[src/rtl/match_logger.sv]
// match_logger: counts rising edges of the detector's match level, pulses once per match and
// logs a timestamp per match into a show-ahead FIFO drained over evt_valid/evt_ready.
// Ports: clk/rst_n (sync, active-low), match_in, clr, evt_ready -> evt_valid, evt_stamp,
// match_pulse, match_count, fifo_level, overflow. Optional MATCH_LOGGER_DROP_OLDEST_EN evicts the head on overflow.
module match_logger #(
  parameter int CNT_W = 8,
  parameter int TS_W  = 16,
  parameter int DEPTH = 4
) (
  input  logic                     clk,
  input  logic                     rst_n,
  input  logic                     match_in,
  input  logic                     clr,
  input  logic                     evt_ready,
  output logic                     evt_valid,
  output logic [TS_W-1:0]          evt_stamp,
  output logic                     match_pulse,
  output logic [CNT_W-1:0]         match_count,
  output logic [$clog2(DEPTH):0]   fifo_level,
  output logic                     overflow
);

  localparam int AW = $clog2(DEPTH);
  localparam int LW = AW + 1;

  logic             match_q;
  logic [TS_W-1:0]  ts_q, ts_d;
  logic [CNT_W-1:0] cnt_q, cnt_d;
  logic             pulse_q;
  logic             ovf_q, ovf_d;
  logic [AW-1:0]    rd_ptr_q, rd_ptr_d, wr_ptr_q, wr_ptr_d;
  logic [LW-1:0]    level_q, level_d;
  logic [TS_W-1:0]  last_q, last_d;
  logic [TS_W-1:0]  mem_q [DEPTH];

  logic rise, empty, full, pop, drop, wr_en, rd_en;

  always_comb begin
    rise  = match_in & ~match_q;
    empty = (level_q == '0);
    full  = (level_q == LW'(DEPTH));
    // evt_ready is ignored while empty, so a push into an empty FIFO never pairs with a pop.
    pop   = ~empty & evt_ready;
    drop  = rise & full & ~pop;
`ifdef MATCH_LOGGER_DROP_OLDEST_EN
    // Evict the head to make room: a drop becomes a simultaneous read and write.
    wr_en = rise;
    rd_en = pop | drop;
`else
    wr_en = rise & ~drop;
    rd_en = pop;
`endif
    level_d  = level_q + LW'(wr_en) - LW'(rd_en);
    rd_ptr_d = rd_en ? rd_ptr_q + AW'(1) : rd_ptr_q;
    wr_ptr_d = wr_en ? wr_ptr_q + AW'(1) : wr_ptr_q;
    ts_d     = ts_q + TS_W'(1);

    // Clear-then-apply: clr zeroes first, then this cycle's event/drop still lands.
    if (clr) begin
      cnt_d = rise ? CNT_W'(1) : '0;
      ovf_d = drop;
    end else begin
      cnt_d = (rise && (cnt_q != '1)) ? cnt_q + CNT_W'(1) : cnt_q;
      ovf_d = ovf_q | drop;
    end

    // Remember the popped head so evt_stamp can keep showing it once the FIFO runs empty.
    last_d = pop ? mem_q[rd_ptr_q] : last_q;
  end

  always_ff @(posedge clk) begin
    if (!rst_n) begin
      match_q  <= 1'b0;
      ts_q     <= '0;
      cnt_q    <= '0;
      pulse_q  <= 1'b0;
      ovf_q    <= 1'b0;
      rd_ptr_q <= '0;
      wr_ptr_q <= '0;
      level_q  <= '0;
      last_q   <= '0;
    end else begin
      match_q  <= match_in;
      ts_q     <= ts_d;
      cnt_q    <= cnt_d;
      pulse_q  <= rise;
      ovf_q    <= ovf_d;
      rd_ptr_q <= rd_ptr_d;
      wr_ptr_q <= wr_ptr_d;
      level_q  <= level_d;
      last_q   <= last_d;
    end
  end

  // Storage needs no reset: reads are masked by the level while empty.
  always_ff @(posedge clk) begin
    if (rst_n && wr_en) begin
      mem_q[wr_ptr_q] <= ts_q;
    end
  end

  assign evt_valid   = ~empty;
  assign evt_stamp   = empty ? last_q : mem_q[rd_ptr_q];
  assign match_pulse = pulse_q;
  assign match_count = cnt_q;
  assign fifo_level  = level_q;
  assign overflow    = ovf_q;

endmodule

[config.mk]
export PLATFORM = sky130hd
export DESIGN_NAME = match_logger
export DESIGN_NICKNAME = d
export VERILOG_FILES = /design/src/rtl/match_logger.sv
export SDC_FILE = /design/constraint.sdc
export NUM_CORES = 1
export LEC_CHECK = 0
export BUFFER_PORTS_ARGS = -buffer_cell sky130_fd_sc_hd__buf_4
export CAP_MARGIN = 10
export CORE_UTILIZATION = 45
export DETAILED_ROUTE_END_ITERATION = 10
export PLACE_DENSITY = 0.73
export RECOVER_POWER = 50
export SYNTH_ARGS = -nofsm -noshare
export SYNTH_HDL_FRONTEND = slang
export SYNTH_SLANG_ARGS = --single-unit
[constraint.sdc]
create_clock -name clk -period 3.52 [get_ports clk]
set_clock_uncertainty 0.05 [all_clocks]
set_input_delay 0.176 -clock clk [delete_from_list [all_inputs] [get_ports clk]]
set_output_delay 0.176 -clock clk [all_outputs]
set_load 0.01 [all_outputs]
==> results.toml <==
[logic_synthesis]
syn-num-nets = 332
synth_edf_count = 64
syn_area_um2 = 4670
synthCells = 319
synth_seq_cells = 116
synth-main-ff-cell = "edfxtp_1"
ys_seq_area_frac = 0.634
yosysWarnings = 0
postSynth.asyncResetShare = 0
ys_types = 45
avgSynthCellArea_um2 = 14.7

[clocking]
htreeDepth = 4
cts_tree = "done"
cts_sinks = 116
cts_buffers = 17
cts_buffer_depth = 2
path_clk_slew_ps = 60
clock_latency_ps = 510
post_cts_buffers = 0
cts_root_buf = "clkbuf_8"

[power_and_ir_drop]
swShare = 0.245
p_seq_frac = 0.373
p_int_mw = 3.24
p_clk_frac = 0.413
power_mw = 4.29
pwr-share-comb = 0.214
vdd_ir_drop_max_v = 0.000305
power.leakage_nw = 1.97
power.density_nw_per_um2 = 769
p_sw_mw = 1.05

[timing]
period_minus_slack_ps = 2490
setup_viol = 0
relSlewSlack = 0.418
setup_ws_ps = 1030
period_share = 0.707
fmax_ghz = 0.402
final_max_slew_viol_count = 0
tns_ps = 0
rsz0062_at_grt = "false"
hold_viol = 0
tightest_slew_ps = 873

[outcome]
status = "completed"

[floorplan]
die_area_um2 = 10800
initial_core_util = 0.472
dieHeight_um = 104
ios = 35
fp.dieW_um = 104
num_rows = 36
core_region_area_um2 = 9910

[worst_setup_path]
path_max_fanout = 10
reg2reg_depth = 10
rrSetupSlack_ps = 1050
crit_path_max_incr_delay_ps = 520
r2r-start = "match_q$_SDFF_PN0_"
cp-end-kind = "register"
cpMaxStageDelayCell = "dlygate4sd3_1"
crit_chain = "dlygate4sd3_1 -> clkbuf_1 -> nor2b_1 -> clkbuf_1 -> nor2b_1 -> a21o_1 -> ha_1 -> inv_1 -> fa_1 -> xnor2_1 -> xnor2_1 -> and2_1"
path_class = "primary input to register"
start_kind = "primary input"
crit_start = "match_in"
required_ps = 3880
r2r-end = "fifo_level[2]$_SDFF_PN0_"
arrival_ps = 2850

[global_routing]
grt_antenna_before_repair = 0
grt_usage = 0.167
grt_pass1_vias = 2694
grt_pass1_wl_um = 13600
grt_max_degree = 38
grt_overflow_total = 0

[placed_design]
io_buffers = 34
pre_cts_ws_ps = 1100
placedCellCount = 472
postPlaceCellArea_um2 = 5020
post-dp-hpwl_um = 5070
gp_congestion = 0.805

[hold_path]
holdPathEnd = "overflow$_SDFF_PN0_"
hold_path.class = "primary input to register"
holdPathStages = 4
hp-start = "evt_ready"

[finish]
final_cell_mix = "64 x edfxtp_1, 52 x dfxtp_1, 21 x buf_4"
layout_commonest_cell = "edfxtp_1"
antennaDiodeCount = 0
drive_above_1_share = 0.223
nets = 373
instances_no_fill = 505
synthToLayoutAreaGrowth_pct = 19.4
postLayoutCellArea_um2 = 5580

[detailed_routing]
routed_wl_um = 8280
ant_nets = 0
dr.pass1.iters = 4
viasPerCell = 5.26
wl_per_cell_um = 16.4
num_vias = 2656
first_iter_violations = 109
drc = 0

[flow_run]
maxCapViolations = 0
==> through the flow <==
stage / hold slack (ps) / utilization
4_1_cts: 3.53 / 0.570
3_3_place_gp: 347 / 0.506
5_1_grt: 20.2 / 0.563
3_5_place_dp: 346 / 0.506
6_report: 15.8 / 0.563
2_1_floorplan: 248 / -
==> worst max-delay path, delay by kind of cell <==
family                     cells  cell delay [ps]
and+or+nand+nor                3              720
AOI/OAI and AO/OA              1              180
adders and majority gates      2              510
buffers and inverters          4             1000
xor gates and xnor gates       2              270
==> layout make-up <==
type	instances	area [µm²]
clock buffer	20	425
clock inverter	11	184
fill	796	4330
inverter	8	30.0
multi-input combinational	179	1580
sequential	116	2960
tap	133	166
timing repair buffer	38	234
==> Yosys cell counts, types with 4 or more instances <==
| library cell | n | area, µm² |
|---|---|---|
| mux2_2 | 16 | 180 |
| dfxtp_1 | 52 | 1040 |
| nand3_1 | 11 | 55.1 |
| clkbuf_1 | 6 | 22.5 |
| xnor2_1 | 9 | 78.8 |
| nor2b_1 | 9 | 56.3 |
| nor3_1 | 6 | 30.0 |
| and3_1 | 4 | 25.0 |
| edfxtp_1 | 64 | 1920 |
| xor2_1 | 8 | 70.1 |
| and2_1 | 20 | 125 |
| a22o_1 | 16 | 140 |
| nand2_1 | 8 | 30.0 |
| mux2i_1 | 4 | 40.0 |
| ha_1 | 7 | 87.6 |
| inv_1 | 8 | 30.0 |
| buf_2 | 4 | 20.0 |
| mux4_2 | 16 | 360 |
| nor4_1 | 5 | 31.3 |
| nor2_1 | 8 | 30.0 |
==> per-layer routing <==
layer,GRT usage,vias to the layer above,part of all wire
li1,-,1275,-
met1,0.207,1325,0.46
met2,0.264,45,0.49
met3,0.0570,11,0.033
met4,0.0724,0,0.016
met5,0,-,0
==> cells by family after synthesis <==
family / synth area share
DFF: 0.634
and+or+nand+nor: 0.105
muxes: 0.124
AOI/OAI and AO/OA: 0.0549
buffers and inverters: 0.0268
xor gates and xnor gates: 0.0319
adders and majority gates: 0.0230
==> power by group through the flow <==
stage / registers [mW] / logic, mW / clock network [mW]
after global placement: 1.62 / 0.919 / 0
after CTS: 1.61 / 0.944 / 1.79
final: 1.60 / 0.919 / 1.77
after floorplan: 1.61 / 0.667 / 0
after global routing: 1.62 / 0.993 / 1.86
after detailed placement: 1.63 / 0.931 / 0
==> what timing repair did <==
action                    CTS  global route
gates resized for setup     0             0
hold buffers                2             0
hold endpoints to repair    3             0
==> worst max path at each step <==
| stage | cells after the start | slack [ps] | end |
|---|---|---|---|
| 3_3_place_gp | 10 | 1190 | fifo_level[2]$_SDFF_PN0_ |
| 6_report | 12 | 1030 | fifo_level[2]$_SDFF_PN0_ |
| 5_1_grt | 12 | 800 | fifo_level[2]$_SDFF_PN0_ |
| 4_1_cts | 3 | 1000 | evt_stamp[15] |
| 2_1_floorplan | 11 | 1400 | fifo_level[2]$_SDFF_PN0_ |
| 3_5_place_dp | 10 | 1100 | fifo_level[2]$_SDFF_PN0_ |
==> flip-flops by register name, indices dropped and copies added, names as in the netlist, named ones only <==
| register | flops |
|---|---|
| mem_q | 64 |
| last_q | 16 |
| ts_q | 16 |
| match_count | 8 |
| fifo_level | 3 |
| rd_ptr_q | 2 |
| wr_ptr_q | 2 |
| match_pulse | 1 |
| match_q | 1 |
| overflow | 1 |
(Power assumes the default switching activity.)
